### src/rtl/ddr_rd_port_arb_if.sv
// Request/descriptor bundle for ddr_rd_port_arb.
// master = requesting ports plus DDR read engine, slave = the arbiter.
interface ddr_rd_port_arb_if #(
    parameter int unsigned C_M_AXI_ADDR_WIDTH = 32,
    parameter int unsigned P_PORT_NUM         = 4,
    parameter int unsigned P_DDR_LOCAL_QUEUE  = 4
);
    localparam int unsigned PW = $clog2(P_PORT_NUM);

    logic [P_PORT_NUM*P_DDR_LOCAL_QUEUE-1:0]  i_req_queue;
    logic [P_PORT_NUM*C_M_AXI_ADDR_WIDTH-1:0] i_req_byte;
    logic [P_PORT_NUM-1:0]                    i_req_valid;
    logic [P_PORT_NUM-1:0]                    o_req_ready;
    logic [PW-1:0]                            o_rd_port;
    logic [P_DDR_LOCAL_QUEUE-1:0]             o_rd_queue;
    logic [C_M_AXI_ADDR_WIDTH-1:0]            o_rd_byte;
    logic                                     o_rd_last;
    logic                                     o_rd_valid;
    logic                                     i_rd_ready;
    logic                                     i_rd_finish;
    logic [P_PORT_NUM-1:0]                    o_port_busy;

    modport master (
        output i_req_queue, i_req_byte, i_req_valid, i_rd_ready, i_rd_finish,
        input  o_req_ready, o_rd_port, o_rd_queue, o_rd_byte, o_rd_last, o_rd_valid,
               o_port_busy
    );

    modport slave (
        input  i_req_queue, i_req_byte, i_req_valid, i_rd_ready, i_rd_finish,
        output o_req_ready, o_rd_port, o_rd_queue, o_rd_byte, o_rd_last, o_rd_valid,
               o_port_busy
    );
endinterface

### src/rtl/ddr_rd_port_arb.sv
// Round-robin arbiter turning per-port read requests into DDR read descriptors, one in flight.
// Define DDR_RD_SPLIT_EN to split each request into chunks of at most P_MAX_BURST_BYTE.
module ddr_rd_port_arb #(
    parameter int unsigned C_M_AXI_ADDR_WIDTH = 32,
    parameter int unsigned P_PORT_NUM         = 4,
    parameter int unsigned P_DDR_LOCAL_QUEUE  = 4,
    parameter int unsigned P_REQ_FIFO_DEPTH   = 4,
    parameter int unsigned P_MAX_BURST_BYTE   = 4096
) (
    input logic              i_clk,
    input logic              i_rst,
    ddr_rd_port_arb_if.slave bus
);
    localparam int unsigned PW = $clog2(P_PORT_NUM);
    localparam int unsigned AW = $clog2(P_REQ_FIFO_DEPTH);
    localparam int unsigned QW = P_DDR_LOCAL_QUEUE;
    localparam int unsigned BW = C_M_AXI_ADDR_WIDTH;

    typedef enum logic [1:0] {StIdle, StPop, StIssue, StWait} state_e;

    // Per-port request FIFOs
    logic [QW-1:0] q_mem    [P_PORT_NUM][P_REQ_FIFO_DEPTH];
    logic [BW-1:0] b_mem    [P_PORT_NUM][P_REQ_FIFO_DEPTH];
    logic [AW-1:0] wr_ptr_q [P_PORT_NUM];
    logic [AW-1:0] rd_ptr_q [P_PORT_NUM];
    logic [AW:0]   cnt_q    [P_PORT_NUM];

    logic [P_PORT_NUM-1:0] push;
    logic [P_PORT_NUM-1:0] pop;
    logic [P_PORT_NUM-1:0] full;
    logic [P_PORT_NUM-1:0] nonempty;

    // Arbitration / working registers
    state_e                state_q, state_d;
    logic [PW-1:0]         port_q, port_d;
    logic [QW-1:0]         queue_q, queue_d;
    logic [BW-1:0]         rem_q, rem_d;
    logic [PW-1:0]         rr_ptr_q, rr_ptr_d;
    logic [P_PORT_NUM-1:0] busy_q, busy_d;

    logic                  sel_found;
    logic [PW-1:0]         sel_port;
    logic [PW-1:0]         next_port;
    logic [QW-1:0]         head_queue;
    logic [BW-1:0]         head_byte;
    logic [BW-1:0]         chunk_byte;
    logic                  chunk_last;

    always_comb begin
        full     = '0;
        nonempty = '0;
        push     = '0;
        pop      = '0;
        for (int p = 0; p < P_PORT_NUM; p++) begin
            full[p]     = (cnt_q[p] == (AW+1)'(P_REQ_FIFO_DEPTH));
            nonempty[p] = (cnt_q[p] != '0);
            push[p]     = bus.i_req_valid[p] & ~full[p] & ~i_rst;
            pop[p]      = (state_q == StPop) && (port_q == PW'(p));
        end
    end

    // Ready comes from the registered count, so a same-cycle pop cannot raise it.
    assign bus.o_req_ready = ~full & {P_PORT_NUM{~i_rst}};

    always_ff @(posedge i_clk) begin
        for (int p = 0; p < P_PORT_NUM; p++) begin
            if (push[p]) begin
                q_mem[p][wr_ptr_q[p]] <= bus.i_req_queue[p*QW +: QW];
                b_mem[p][wr_ptr_q[p]] <= bus.i_req_byte[p*BW +: BW];
            end
        end
    end

    always_ff @(posedge i_clk or posedge i_rst) begin
        if (i_rst) begin
            for (int p = 0; p < P_PORT_NUM; p++) begin
                wr_ptr_q[p] <= '0;
                rd_ptr_q[p] <= '0;
                cnt_q[p]    <= '0;
            end
        end else begin
            for (int p = 0; p < P_PORT_NUM; p++) begin
                if (push[p]) begin
                    wr_ptr_q[p] <= wr_ptr_q[p] + AW'(1);
                end
                if (pop[p]) begin
                    rd_ptr_q[p] <= rd_ptr_q[p] + AW'(1);
                end
                cnt_q[p] <= cnt_q[p] + {{AW{1'b0}}, push[p]} - {{AW{1'b0}}, pop[p]};
            end
        end
    end

    // First non-empty port searching upward from rr_ptr, wrapping.
    always_comb begin
        int unsigned idx;
        idx       = 0;
        sel_found = 1'b0;
        sel_port  = '0;
        for (int unsigned i = 0; i < P_PORT_NUM; i++) begin
            idx = (int'(rr_ptr_q) + i) % P_PORT_NUM;
            if (!sel_found && nonempty[idx]) begin
                sel_found = 1'b1;
                sel_port  = PW'(idx);
            end
        end
    end

    assign next_port  = (port_q == PW'(P_PORT_NUM - 1)) ? '0 : port_q + PW'(1);
    assign head_queue = q_mem[port_q][rd_ptr_q[port_q]];
    assign head_byte  = b_mem[port_q][rd_ptr_q[port_q]];

`ifdef DDR_RD_SPLIT_EN
    always_comb begin
        chunk_last = (rem_q <= BW'(P_MAX_BURST_BYTE));
        chunk_byte = chunk_last ? rem_q : BW'(P_MAX_BURST_BYTE);
    end
`else
    always_comb begin
        chunk_last = 1'b1;
        chunk_byte = rem_q;
    end
`endif

    always_comb begin
        state_d  = state_q;
        port_d   = port_q;
        queue_d  = queue_q;
        rem_d    = rem_q;
        rr_ptr_d = rr_ptr_q;
        busy_d   = busy_q;
        unique case (state_q)
            StIdle: begin
                if (sel_found) begin
                    port_d  = sel_port;
                    state_d = StPop;
                end
            end
            StPop: begin
                queue_d = head_queue;
                rem_d   = head_byte;
                if (head_byte != '0) begin
                    busy_d[port_q] = 1'b1;
                    state_d        = StIssue;
                end else begin
                    // Zero-byte request: dropped without a descriptor.
                    rr_ptr_d = next_port;
                    state_d  = StIdle;
                end
            end
            StIssue: begin
                if (bus.i_rd_ready) begin
                    state_d = StWait;
                end
            end
            StWait: begin
                if (bus.i_rd_finish) begin
                    // chunk_byte never exceeds rem_q, so this cannot underflow.
                    rem_d = rem_q - chunk_byte;
                    if (chunk_last) begin
                        busy_d[port_q] = 1'b0;
                        rr_ptr_d       = next_port;
                        state_d        = StIdle;
                    end else begin
                        state_d = StIssue;
                    end
                end
            end
            default: state_d = StIdle;
        endcase
    end

    always_ff @(posedge i_clk or posedge i_rst) begin
        if (i_rst) begin
            state_q  <= StIdle;
            port_q   <= '0;
            queue_q  <= '0;
            rem_q    <= '0;
            rr_ptr_q <= '0;
            busy_q   <= '0;
        end else begin
            state_q  <= state_d;
            port_q   <= port_d;
            queue_q  <= queue_d;
            rem_q    <= rem_d;
            rr_ptr_q <= rr_ptr_d;
            busy_q   <= busy_d;
        end
    end

    assign bus.o_rd_valid  = (state_q == StIssue);
    assign bus.o_rd_last   = (state_q == StIssue) & chunk_last;
    assign bus.o_rd_port   = port_q;
    assign bus.o_rd_queue  = queue_q;
    assign bus.o_rd_byte   = chunk_byte;
    assign bus.o_port_busy = busy_q;
endmodule

### src/flat_wrapper.sv
// flat-port wrapper written by rule: the top's interface ports become plain ports
module ddr_rd_port_arb_flat 
#(
    parameter int unsigned C_M_AXI_ADDR_WIDTH = 32,
    parameter int unsigned P_PORT_NUM         = 4,
    parameter int unsigned P_DDR_LOCAL_QUEUE  = 4,
    parameter int unsigned P_REQ_FIFO_DEPTH   = 4,
    parameter int unsigned P_MAX_BURST_BYTE   = 4096
)
  (i_clk, i_rst, bus_i_req_queue, bus_i_req_byte, bus_i_req_valid, bus_i_rd_ready, bus_i_rd_finish, bus_o_req_ready, bus_o_rd_port, bus_o_rd_queue, bus_o_rd_byte, bus_o_rd_last, bus_o_rd_valid, bus_o_port_busy);
  ddr_rd_port_arb_if #(.C_M_AXI_ADDR_WIDTH(C_M_AXI_ADDR_WIDTH), .P_PORT_NUM(P_PORT_NUM), .P_DDR_LOCAL_QUEUE(P_DDR_LOCAL_QUEUE)) bus_i ();
  input logic i_clk;
  input logic i_rst;
  input wire logic [$bits(bus_i.i_req_queue)-1:0] bus_i_req_queue;
  input wire logic [$bits(bus_i.i_req_byte)-1:0] bus_i_req_byte;
  input wire logic [$bits(bus_i.i_req_valid)-1:0] bus_i_req_valid;
  input wire logic [$bits(bus_i.i_rd_ready)-1:0] bus_i_rd_ready;
  input wire logic [$bits(bus_i.i_rd_finish)-1:0] bus_i_rd_finish;
  output wire logic [$bits(bus_i.o_req_ready)-1:0] bus_o_req_ready;
  output wire logic [$bits(bus_i.o_rd_port)-1:0] bus_o_rd_port;
  output wire logic [$bits(bus_i.o_rd_queue)-1:0] bus_o_rd_queue;
  output wire logic [$bits(bus_i.o_rd_byte)-1:0] bus_o_rd_byte;
  output wire logic [$bits(bus_i.o_rd_last)-1:0] bus_o_rd_last;
  output wire logic [$bits(bus_i.o_rd_valid)-1:0] bus_o_rd_valid;
  output wire logic [$bits(bus_i.o_port_busy)-1:0] bus_o_port_busy;
  assign bus_i.i_req_queue = bus_i_req_queue;
  assign bus_i.i_req_byte = bus_i_req_byte;
  assign bus_i.i_req_valid = bus_i_req_valid;
  assign bus_i.i_rd_ready = bus_i_rd_ready;
  assign bus_i.i_rd_finish = bus_i_rd_finish;
  assign bus_o_req_ready = bus_i.o_req_ready;
  assign bus_o_rd_port = bus_i.o_rd_port;
  assign bus_o_rd_queue = bus_i.o_rd_queue;
  assign bus_o_rd_byte = bus_i.o_rd_byte;
  assign bus_o_rd_last = bus_i.o_rd_last;
  assign bus_o_rd_valid = bus_i.o_rd_valid;
  assign bus_o_port_busy = bus_i.o_port_busy;
  ddr_rd_port_arb #(.C_M_AXI_ADDR_WIDTH(C_M_AXI_ADDR_WIDTH), .P_PORT_NUM(P_PORT_NUM), .P_DDR_LOCAL_QUEUE(P_DDR_LOCAL_QUEUE), .P_REQ_FIFO_DEPTH(P_REQ_FIFO_DEPTH), .P_MAX_BURST_BYTE(P_MAX_BURST_BYTE)) u_core (.i_clk(i_clk), .i_rst(i_rst), .bus(bus_i));
endmodule
### config.mk
export PLATFORM = sky130hd
export DESIGN_NAME = ddr_rd_port_arb_flat
export DESIGN_NICKNAME = d
export VERILOG_FILES = /design/src/rtl/ddr_rd_port_arb_if.sv /design/src/rtl/ddr_rd_port_arb.sv /design/src/flat_wrapper.sv
export SDC_FILE = /design/constraint.sdc
export NUM_CORES = 1
export LEC_CHECK = 0
export ABC_AREA = 1
export CAP_MARGIN = 20
export CORE_MARGIN = 2
export CORE_UTILIZATION = 50
export DETAILED_ROUTE_END_ITERATION = 6
export DONT_BUFFER_PORTS = 1
export GPL_TIMING_DRIVEN = 0
export HOLD_SLACK_MARGIN = 0.03
export PLACE_DENSITY = 0.65
export SYNTH_ARGS = -nofsm -noshare
export SYNTH_HDL_FRONTEND = slang
export SYNTH_SLANG_ARGS = --single-unit
### constraint.sdc
create_clock -name i_clk -period 5.7 [get_ports i_clk]
set_input_delay 0.855 -clock i_clk [delete_from_list [all_inputs] [get_ports i_clk]]
set_output_delay 0.855 -clock i_clk [all_outputs]
set_load 0.05 [all_outputs]
### Yosys cells after proc, flatten, opt, wreduce, memory -nomap -nowiden

Memory sizes are Yosys's and may differ from the RTL's.
Index checks and enable logic that the tools add are counted.

| storage, ports and cells | value |
|---|---|
| word-level logic and storage cells | 193 |
| output and inout port bits | 48 |
| memories | 2 |
| bits in registers | 74 |
| memory bits (writable) | 576 |
| bits in read-only memories | 0 |
| latch bits | 0 |
| input bits | 152 |

| operators by class | value |
|---|---|
| shift-type cells | 0 |
| add/subtract/negate cells | 21 |
| $mul | 0 |
| equal/unequal tests | 15 |
| order comparisons | 16 |
| reductions and logical operators | 28 |
| div/mod/pow operators | 0 |
| bitwise operators | 24 |
| multiplexer cells | 69 |

Memories:

| name | depth | width | read ports | clocked after Yosys merged registers in | wr ports | RTL line | text |
|---|---|---|---|---|---|---|---|
| u_core.b_mem | 4 | 128 | 1 | 0 | 4 | ddr_rd_port_arb.sv:23 | `logic [BW-1:0] b_mem [P_PORT_NUM][P_REQ_FIFO_DEPTH];` |
| u_core.q_mem | 4 | 16 | 1 | 0 | 4 | ddr_rd_port_arb.sv:22 | `logic [QW-1:0] q_mem [P_PORT_NUM][P_REQ_FIFO_DEPTH];` |

Operators by type and width:

| operator | count |
|---|---|
| two-way mux 128 bit | 4 |
| demux 32 bit (select 2 bit) | 4 |
| two-way mux 32 bit | 7 |
| binary-select mux 32 bit (select 2 bit) | 1 |
| two-way mux 16 bit | 4 |
| one-hot mux 32 bit (2 select lines) | 1 |
| demux 4 bit (select 2 bit) | 4 |
| two-way mux 4 bit | 8 |
| nonzero test 32 bit | 1 |
| subtractor 32 bit | 1 |
| two-way mux 2 bit | 13 |
| adder 2 x 1 -> 2 bit, second input constant | 10 |
| >= comparator 3 bit, second input constant | 6 |
| NOT 2 -> 3 bit | 6 |
| < comparator 2 x 3 -> 1 bit, second input constant | 5 |
| two-way mux 1 bit | 13 |
| adder 3 x 1 -> 3 bit | 4 |
| == test 3 bit, second input constant | 4 |
| logical AND 1 bit | 12 |
| < comparator 3 x 1 -> 1 bit, second input constant | 4 |
| nonzero test 3 bit | 4 |
| subtractor 3 x 1 -> 3 bit | 4 |
| AND reduction 3 bit | 3 |
| AND 1 bit | 8 |
| other kinds (21) | 42 |

### Logic depth before layout (Yosys ltp)

| logic depth | value |
|---|---|
| depth in word-level cells | 15 |
| mapped depth | 19 |
| depth with buffers taken out | 17 |

### Worst setup path before layout

No wires, ideal clock.

| timing path | value |
|---|---|
| path kind | input-to-reg |
| start point | input port i_rst |
| end point | memory u_core.b_mem[1][0] (netlist bit) (enable) |
| path buffers | 0 |
| slack | 1.630 ns |
| stages | 3 |
| library setup time | 0.429 ns |
| data required time | 5.271 ns |
| data arrival time | 3.640 ns |
| path through | a31oi_1 > nand2_1 > nor2_1 |

RTL lines:

| element | RTL line | text |
|---|---|---|
| from (decl) | flat_wrapper.sv:13 | `input logic i_rst;` |
| to (decl) | ddr_rd_port_arb.sv:23 |  |

### Final worst setup path

| timing path | value |
|---|---|
| start point | register u_core.port_q[0], in the netlist u_core.bus.o_rd_port[0] |
| end point | register u_core.cnt_q[11] (netlist bit) |

| on the way | value |
|---|---|
| longest elaborated chain between the ends | 3 |

RTL lines:

| element | RTL line | text |
|---|---|---|
| from (decl) | ddr_rd_port_arb.sv:35 | `logic [PW-1:0] port_q, port_d;` |
| from (signal assigned) | ddr_rd_port_arb.sv:183 | `port_q <= port_d;` |
| zero test 2 bit | ddr_rd_port_arb.sv:58 | `pop[p] = (state_q == StPop) && (port_q == PW'(p));` |
| logical AND 1 bit | ddr_rd_port_arb.sv:58 |  |
| named net u_core.pop[0] | ddr_rd_port_arb.sv:29 | `logic [P_PORT_NUM-1:0] pop;` |
| subtractor 3 x 1 -> 3 bit | ddr_rd_port_arb.sv:89 | `cnt_q[p] <= cnt_q[p] + {{AW{1'b0}}, push[p]} - {{AW{1'b0}}, pop[p]};` |
| to (signal, indexed assignment) | ddr_rd_port_arb.sv:89 |  |
| to (decl) | ddr_rd_port_arb.sv:26 | `logic [AW:0] cnt_q [P_PORT_NUM];` |

The timed path passes the listed nets, and every way through them passes these cells.
A chain may end at the register's enable or synchronous reset.

==> flow_metrics.py <==
metrics = {
    "run_status": {
        "status": "completed",
    },
    "pwr": {
        "power_uw": 18500,
        "p_switching_uw": 8058,
        "peakVddDrop_v": 0.0002722,
        "leakage_uw": 0.01266,
        "pwr-share-seq_pct": 36.4,
        "p_comb_share_pct": 38.6,
        "intPower_uw": 10440,
        "swShare_pct": 43.56,
        "powerDensity_nw_per_um2": 585.9,
        "p_clk_share_pct": 24.9,
    },
    "placement": {
        "dp_slack_ns": 1.218,
        "placed_area_um2": 29260,
        "gp_congestion": 0.9179,
        "placedCellCount": 3276,
        "port_buffers": 0,
        "place_hpwl_um": 65600,
    },
    "logic_synthesis": {
        "yosys-top-cells-area": "edfxtp_1, nand2_1, dfrtp_1",
        "ys.flop_type": "edfxtp_1",
        "synth_edf_count": 576,
        "yosys.area_share.adder_pct": 1.557,
        "yosysWarnings": 0,
        "yosysUniqueCellTypes": 30,
        "synth_area_um2": 27640,
        "synth_top_family_by_area": "simple AND/OR/NAND/NOR gates",
        "synth_mux_area_share_pct": 0,
        "yosysTopAreaCellShare_pct": 62.57,
        "postSynth.asyncResetShare_pct": 11.38,
        "synth_area_leader_cell": "edfxtp_1",
        "ys_seq_area_share_pct": 69.27,
        "syn-instance-count": 2540,
        "synthSimpleGateAreaFrac_pct": 17.38,
        "synth_xor_area_share_pct": 0.6653,
        "syn-num-nets": 2724,
        "syn_avg_cell_area_um2": 10.88,
        "ys_seq_elements": 650,
        "synth_compound_area_share_pct": 4.952,
    },
    "floorplan": {
        "fp.dieH_um": 239.1,
        "ios": 200,
        "dieWidth_um": 239.1,
        "core_area_um2": 54880,
        "start_util_pct": 50.37,
        "fp.dieArea_um2": 57190,
        "num_rows": 86,
    },
    "routing": {
        "dr.pass1.iters": 6,
        "routed_via_density": 5.905,
        "routed_wl_um": 94960,
        "num_vias": 20124,
        "drc": 0,
        "wire_per_inst_um": 27.86,
        "drt_iter0_drc": 3187,
        "ant_nets": 0,
    },
    "sta": {
        "skew_ns": 0.02425,
        "worst_pin_slew_ns": 1.261,
        "maxSlewHeadroom_pct": 15.91,
        "fin_crit_sh_pct": 81.10,
        "hold_slack_ns": 0.09392,
        "setup_violations": 0,
        "slew_viol_final": 0,
        "max_freq_mhz": 216.3,
        "rsz0062_at_grt": "no",
        "finalCriticalPeriod_ns": 4.623,
        "hold_violations": 0,
        "finalWorstSetupSlack_ns": 1.077,
    },
    "layout": {
        "syn_to_final_growth_pct": 14.21,
        "final_cell_count_no_fill": 3408,
        "layout-drive-gt1-share_pct": 9.249,
        "nets": 2829,
        "design_area_um2": 31570,
    },
    "critical_path": {
        "startpoint_type": "flop",
        "cp_slowest_stage_delay_ns": 0.74,
        "critical_path_class": "flop to flop",
        "cp_top_family": "buffers and inverters",
        "rrSetupSlack_ns": 1.08,
        "end_kind": "flop",
        "reg2regPathDepth": 13,
        "worst-path-max-fanout": 11,
        "crit_buf_inv": 6,
        "rr_startpoint": "u_core.bus.o_rd_port[0]$_DFFE_PP0P_",
        "required_ns": 6.22,
        "r2r-end": "u_core.cnt_q[11]$_DFF_PP0_",
        "cp.arrival_ns": 5.14,
        "crit_slowest_cell": "dfrtp_1",
        "cp_common_cell": "ha_1",
        "path_cells": "inv_2 -> buf_2 -> clkbuf_1 -> clkbuf_1 -> ha_1 -> inv_1 -> nor2_1 -> ha_1 -> inv_1 -> ha_1 -> fa_1 -> xnor2_1 -> xor2_1",
    },
    "clock_network": {
        "cts_max_level": 3,
        "clock_sink_count": 650,
        "holdBufCountCts": 0,
        "root_buffer": "clkbuf_16",
        "cts_tree": "built",
        "ctsResizeCount": 0,
        "cts_buffers": 71,
        "clk_latency_ns": 0.62,
        "clk_pin_slew_worst_paths_ns": 0.06,
        "ctsLongestPathBuffers": 3,
        "postCtsSetupBuffers": 0,
    },
    "global_routing": {
        "grt.total_usage_pct": 33.62,
        "grt-ovfl-total": 0,
        "grt_max_degree": 54,
        "grt_pass1_wl_um": 134800,
        "grt_pass1_vias": 19592,
        "antenna_found_initial": 2,
    },
    "job": {
        "cap_violations": 0,
    },
    "hold_path": {
        "hp-class": "input pin to async pin",
    },
}
per-stage QoR:
stage / util (%) / setup TNS [ns]
floorplan: - / 0
global placement: 51.98 / -458.35
detailed placement: 53.32 / 0
CTS: 57.53 / 0
global route: 57.53 / 0
finish: 57.53 / 0
routing by layer:
| layer | GRT usage, % | wire [um] |
|---|---|---|
| met1 | 43.04 | 33960 |
| met2 | 51.94 | 42450 |
| met3 | 10.17 | 13170 |
| met4 | 17.39 | 5371 |
| met5 | 0 | 8 |
cell families after synthesis:
kind of cell	count (synthesis)
AOI/OAI and AO/OA	257
adders and majority gates	32
xor gates and xnor gates	21
DFF	650
and+or+nand+nor	1169
buffers and inverters	411
worst register-to-register path, stage by stage, from the launching register on:
cell	delay (ns)
dfrtp_1	0.74
inv_2	0.34
buf_2	0.36
clkbuf_1	0.57
clkbuf_1	0.54
ha_1	0.31
inv_1	0.06
nor2_1	0.43
ha_1	0.22
inv_1	0.04
ha_1	0.20
fa_1	0.39
xnor2_1	0.19
xor2_1	0.16
how the worst max path moves through the flow:
stage                     slack (ns)                              to                                start  cells past startpoint
after floorplan                 1.63    u_core.b_mem[1][0]$_DFFE_PP_                                i_rst                      3
after global placement         -1.04  u_core.b_mem[0][125]$_DFFE_PP_                                i_rst                      3
after detailed placement        1.22      u_core.cnt_q[11]$_DFF_PP0_  u_core.bus.o_rd_port[0]$_DFFE_PP0P_                     13
after CTS                       1.19      u_core.cnt_q[11]$_DFF_PP0_  u_core.bus.o_rd_port[0]$_DFFE_PP0P_                     13
after global routing            0.99      u_core.cnt_q[11]$_DFF_PP0_  u_core.bus.o_rd_port[0]$_DFFE_PP0P_                     13
final                           1.08      u_core.cnt_q[11]$_DFF_PP0_  u_core.bus.o_rd_port[0]$_DFFE_PP0P_                     13
Yosys cell counts, types with 23 or more instances:
master and count:
o21ai_0 182, nand2_1 731, inv_1 280, or2_2 31, a21oi_1 28, buf_2 44
buf_4 23, dfrtp_1 74, ha_1 28, nor2_1 149, edfxtp_1 576, nand3_1 242
clkbuf_1 40
final cells by class:
class,instances,area (um2)
clock inverters,25,252.7
flip-flops and latches,650,19150
inverters,282,1061
diodes,1,2.502
well taps,704,880.8
fillers,4473,23310
clock buffers,106,2053
plain buffers,129,648.1
repair buffers,32,615.6
multi-input cells,1479,6909
registers in the layout, summed over array words and instances, names as in the netlist, named ones only:
signal                 count
u_core.bus.o_rd_port       2
u_core.bus.o_rd_byte      32
u_core.cnt_q              12
u_core.rd_ptr_q            8
u_core.b_mem             512
u_core.state_q             1
u_core.q_mem              64
u_core.rr_ptr_q            2
u_core.bus.o_rd_queue      4
u_core.wr_ptr_q            8
power groups by stage:
stage,Sequential (uW),Combinational [uW],Clock [uW]
after global placement,6870,6530,0
after floorplan,6690,3950,0
after CTS,6730,6900,4610
after global routing,6790,7540,4790
final,6740,7140,4610
after detailed placement,6830,6870,0
cells in the final DEF (no fill, tap or decap), drive strengths merged, types with 4 or more instances in the layout:
cell	count
a21oi	28
a31oi	4
buf	121
bufinv	5
clkbuf	146
clkinv	16
dfrtp	74
edfxtp	576
fa	4
ha	28
inv	285
nand2	733
nand3	243
nand4	4
nor2	151
nor3	6
o211ai	20
o21ai	184
o22ai	20
or2	31
xnor2	9
xor2	12
(Power assumes the default switching activity.)
